===== src/rtl/pc_fetch_unit.sv =====
// Program counter and instruction-fetch front end: issues fetches at pc_out,
// delivers instructions over a valid/ready handshake backed by a one-entry skid buffer.
module pc_fetch_unit #(
    parameter logic [63:0] RESET_PC = 64'h0
) (
    input  logic        clk,
    input  logic        reset,
    output logic [63:0] pc_out,
    input  logic [63:0] pc_plus4_in,
    input  logic        branch_taken,
    input  logic [63:0] branch_target,
    output logic        imem_req,
    input  logic        imem_ack,
    input  logic [31:0] imem_rdata,
    output logic        if_valid,
    output logic [63:0] if_pc,
    output logic [31:0] if_instr,
    input  logic        id_ready
);

    typedef enum logic {S_REQ, S_HOLD} state_t;

    state_t      state;
    logic        skid_valid;
    logic [63:0] skid_pc;
    logic [31:0] skid_instr;
    logic        kill;
    logic [63:0] redirect_pc;

    logic        slot_free;
    logic        ack_taken;
    logic [63:0] target_aligned;

    assign slot_free      = !if_valid || id_ready;
    assign ack_taken      = imem_req && imem_ack;
    assign target_aligned = {branch_target[63:2], 2'b00};

    // imem_req is registered so it is low during reset and rises one cycle after release.
    always_ff @(posedge clk) begin
        if (reset) begin
            state       <= S_REQ;
            pc_out      <= RESET_PC;
            imem_req    <= 1'b0;
            if_valid    <= 1'b0;
            if_pc       <= 64'h0;
            if_instr    <= 32'h0;
            skid_valid  <= 1'b0;
            skid_pc     <= 64'h0;
            skid_instr  <= 32'h0;
            kill        <= 1'b0;
            redirect_pc <= 64'h0;
        end else if (branch_taken) begin
            if_valid   <= 1'b0;
            skid_valid <= 1'b0;
            if (imem_req && !imem_ack) begin
                // Pending fetch must still complete; its data is dropped when the ack arrives.
                redirect_pc <= target_aligned;
                kill        <= 1'b1;
            end else begin
                pc_out   <= target_aligned;
                kill     <= 1'b0;
                state    <= S_REQ;
                imem_req <= 1'b1;
            end
        end else begin
            case (state)
                S_REQ: begin
                    imem_req <= 1'b1;
                    if (ack_taken) begin
                        if (kill) begin
                            pc_out <= redirect_pc;
                            kill   <= 1'b0;
                            if (slot_free) begin
                                if_valid <= 1'b0;
                            end
                        end else if (slot_free) begin
                            if_pc    <= pc_out;
                            if_instr <= imem_rdata;
                            if_valid <= 1'b1;
                            pc_out   <= pc_plus4_in;
                        end else begin
                            skid_pc    <= pc_out;
                            skid_instr <= imem_rdata;
                            skid_valid <= 1'b1;
                            pc_out     <= pc_plus4_in;
                            state      <= S_HOLD;
                            imem_req   <= 1'b0;
                        end
                    end else if (slot_free) begin
                        if_valid <= 1'b0;
                    end
                end
                S_HOLD: begin
                    imem_req <= 1'b0;
                    if (id_ready) begin
                        if_pc      <= skid_pc;
                        if_instr   <= skid_instr;
                        if_valid   <= 1'b1;
                        skid_valid <= 1'b0;
                        state      <= S_REQ;
                        imem_req   <= 1'b1;
                    end
                end
                default: begin
                    state    <= S_REQ;
                    imem_req <= 1'b0;
                end
            endcase
        end
    end

endmodule


===== config.mk =====
export PLATFORM = sky130hd
export DESIGN_NAME = pc_fetch_unit
export DESIGN_NICKNAME = d
export VERILOG_FILES = /design/src/rtl/pc_fetch_unit.sv
export SDC_FILE = /design/constraint.sdc
export NUM_CORES = 1
export LEC_CHECK = 0
export ABC_AREA = 1
export CORE_AREA = 2 2 166 168
export DETAILED_ROUTE_END_ITERATION = 6
export DIE_AREA = 0 0 168 170
export PLACE_DENSITY = 0.85
export SYNTH_ARGS = -nofsm -noshare
export SYNTH_HDL_FRONTEND = slang
export SYNTH_SLANG_ARGS = --single-unit
export TNS_END_PERCENT = 1

===== constraint.sdc =====
create_clock -name clk -period 3.65 [get_ports clk]
set_input_delay 1.095 -clock clk [delete_from_list [all_inputs] [get_ports clk]]
set_output_delay 1.095 -clock clk [all_outputs]
set_load 0.01 [all_outputs]

### Word level (Yosys, flattened, before mapping)

Cells that the tools add are included.

* bits in registers: 322
* input bits: 165
* output and inout bits: 162

* eq/ne operators: 7
* mux-type cells: 39
* bitwise gates (word level): 4
* reduce and logical (&&, ||, !) cells: 13

Operators by type and width (number)
* $mux W64: 9
* $mux W32: 4
* $pmux W64 S2: 1
* $pmux W32 S2: 1
* $mux W1: 21
* $ne A2 B2 Y1 const B: 6
* $reduce_and A5 Y1: 2
* $pmux W1 S2: 3
* $reduce_and A2 Y1: 3
* $ne A4 B4 Y1 const B: 1
* $not A1 Y1: 4
* $reduce_and A3 Y1: 1
* $logic_and A1 B1 Y1: 2
* $logic_not A1 Y1: 2
* $reduce_bool A2 Y1: 1
* $reduce_or A2 Y1: 1
* $logic_or A1 B1 Y1: 1

### Depth between registers and ports, before layout

* depth after elaboration: 7
* depth in mapped cells: 9

### Worst setup path after synthesis

Ideal clock, no wire load.

* path kind: input to register
* from: in id_ready
* to: reg skid_pc[53]
* arrival time: 2.002 ns
* setup slack: 1.532 ns
* cell stages on the path: 8
* buffers on the path: 2
* cells stage by stage: inv_2 -> nand2_1 -> nor2_1 -> nand3_2 -> buf_2 -> clkbuf_1 -> o21ai_0 -> nor2_1

* word-level cells in the longest chain between the ends: 3

Ends and longest elaborated chain
* start: declaration: line 18 `input logic id_ready`
* $logic_or A1 B1 Y1: line 34 `assign slot_free = !if_valid || id_ready;`
* $not A1 Y1 (no line)
* $reduce_and A5 Y1 (no line)
* end signal: assignment: line 82 `skid_pc <= pc_out;`
* end: declaration: line 25 `logic [63:0] skid_pc;`

Every way passes these cells.
A chain may end at the register's enable or synchronous reset.

### Final worst setup path

* from: in branch_taken
* to: reg redirect_pc[25]

* word-level cells in the longest chain between the ends: 1

Ends and longest elaborated chain
* start: declaration: line 10 `input logic branch_taken,`
* $reduce_and A2 Y1 (no line)
* end signal: assignment: line 57 `redirect_pc <= target_aligned;`
* end: declaration: line 28 `logic [63:0] redirect_pc;`

Every way passes these cells.

==> impl_metrics.json <==
{
  "top_layer_used": "met4",
  "post-cts-setup-buffers": 0,
  "synth_top_area_share_pct": 44.6,
  "nets": 2526,
  "routed_wl_um": 42200,
  "die_area_um2": 28600,
  "synth_area_um2": 14500,
  "wl_met3_um": 3240,
  "hold_violations": 0,
  "grt_pass1_wl_um": 67600,
  "hold_buffers": 0,
  "synth.largest_area_cell": "dfxtp_1",
  "start_util_pct": 54.2,
  "die_width_um": 168,
  "synth.area.top_cells": "dfxtp_1 (45%), nand2_1 (12%), nor2_1 (12%), a21oi_1 (9.0%), nand3_1 (5.6%)",
  "cp_data_arrival_time_ns": 3.19,
  "cts_root_buffer": "clkbuf_16",
  "fp-row-count": 60,
  "final_core_util_pct": 70.6,
  "synth_nets": 2312,
  "antenna_found_initial": 4,
  "grt-ovfl-total": 0,
  "first_iter_violations": 1468,
  "ant_nets": 0,
  "startpoint_type": "input port",
  "fin_skew_ns": 0.0155,
  "ys_types": 21,
  "worstMarginPinSlew_ns": 1.26,
  "setup_viol": 0,
  "grt_max_degree": 97,
  "tritoncts": "yes",
  "vias": 14685,
  "critPathKind": "input port to register",
  "cts.clk_slew.worst_paths_ns": 0.06,
  "rsz0062_at_grt": "false",
  "status": "finished, final reports clean",
  "final.setup.worst_slack_ns": 0.890,
  "dp_cells": 2665,
  "endpoint_kind": "register",
  "clock-sinks": 322,
  "chipHeight_um": 170,
  "grt_pass1_vias": 13602,
  "synth_cells": 2147,
  "fin_hold_ws_ns": 0.462,
  "wl_met1_um": 16900,
  "final_cell_mix": "nand2_1 (468), nor2_1 (466), clkdlybuf4s50_1 (323), dfxtp_1 (320), a21oi_1 (260)",
  "cts_buffers": 35,
  "fin_crit_sh_pct": 75.6,
  "routedWlPerCell_um": 15.5,
  "clock.fmax_ghz": 0.362,
  "drc_errors": 0,
  "yosys_warnings": 0,
  "p_leak_nw": 7.61,
  "crit_fanout": 62,
  "portBuffers": 324,
  "viasPerCell": 5.38,
  "synth.yosys.seq_area_share_pct": 44.6,
  "slew_viol_final": 0,
  "postSynthAreaPerCell_um2": 6.73,
  "drtPass1Iterations": 6,
  "cp_data_required_time_ns": 4.08,
  "dp_hpwl_um": 26500,
  "area_growth_pct": 30.1,
  "insertion_delay_ns": 0.51,
  "ios": 327,
  "wl_met2_um": 20200,
  "relSlewSlack_pct": 15.8,
  "htreeDepth": 2,
  "ys_ff_latch": 322,
  "min_period_ns": 2.76,
  "drv_cap": 0,
  "cts_resized": 0,
  "drive_gt1_share_pct": 6.50,
  "routabilityCongestion": 0.874,
  "powerDensity_nw_per_um2": 451,
  "clockBufferDepth": 3,
  "final_common_cell": "nand2_1",
  "core_um2": 26700,
  "pre_cts_slack_ns": 0.401,
  "final_cell_count_no_fill": 2728,
  "holdCritPathClass": "register to register",
  "gr-usage-all-layers_pct": 28.6,
  "tns_ns": 0,
  "irDropWorstVdd_v": 0.000267
}
through the flow:
step / total power, mW / area, µm²
2_1_floorplan: 4.46 / 14500
3_3_place_gp: 5.03 / 17700
3_5_place_dp: 5.06 / 17700
4_1_cts: 8.53 / 18800
5_1_grt: 8.84 / 18800
6_report: 8.49 / 18800
power breakdown:
group	internal, mW	leakage, nW	switching [mW]
registers	3.67	2.63	0.102
logic	0.596	4.42	0.627
clock network	2.11	0.566	1.39
layout make-up:
cell class	instances	area [µm²]
antenna	4	10.0
clock buffer	49	1030
clock inverter	10	104
fill	2163	7840
inverter	73	284
multi-input combinational	1581	6950
sequential	322	6450
tap	341	427
timing repair buffer	348	3560
path summary, 6_finish.rpt:
check	start	endpoint	slack, ns	cells past startpoint
setup / recovery	branch_taken	redirect_pc[25]	0.89	6
hold / removal	redirect_pc[3]	redirect_pc[3]	0.46	2
setup reg to reg	kill	skid_instr[28]	1.38	5
hold reg to reg	redirect_pc[3]	redirect_pc[3]	0.46	2
cell families (layout without fill, tap and decap cells):
logic type      count (synthesis)  after routing  share of synthesized area (%)
compound gates                416            416                           15.0
buf+inv                       244            480                           7.53
flops                         322            322                           44.6
other cells                     0              4                              0
simple gates                 1165           1165                           32.9
cells in the mapped netlist (all sizes together):
master,count
dfxtp,322
or2,62
inv,72
a31oi,1
nand3,164
buf,101
clkbuf,70
a21boi,34
nor2,466
o21ai,121
clkinv,1
nand2,471
a21oi,260
nor3,2
routing by layer:
layer | GRT usage [%] | up-vias
li1 | - | 7289
met1 | 34.9 | 6722
met2 | 49.2 | 567
met3 | 5.65 | 107
met4 | 12.8 | 0
met5 | 0 | -
critical path, cell delays in order:
cell and delay [ns]:
clkdlybuf4s50_1 0.56, clkinv_2 0.18, nor3_4 0.06, inv_2 0.90, nand2_1 0.15, a21oi_1 0.20
state kept, by name, indices dropped and copies added (netlist names), 32 cells and up:
signal / count
skid_instr: 32
redirect_pc: 62
if_instr: 32
pc_out: 64
if_pc: 64
skid_pc: 64
No activity file was read; power rests on OpenSTA's default activity.
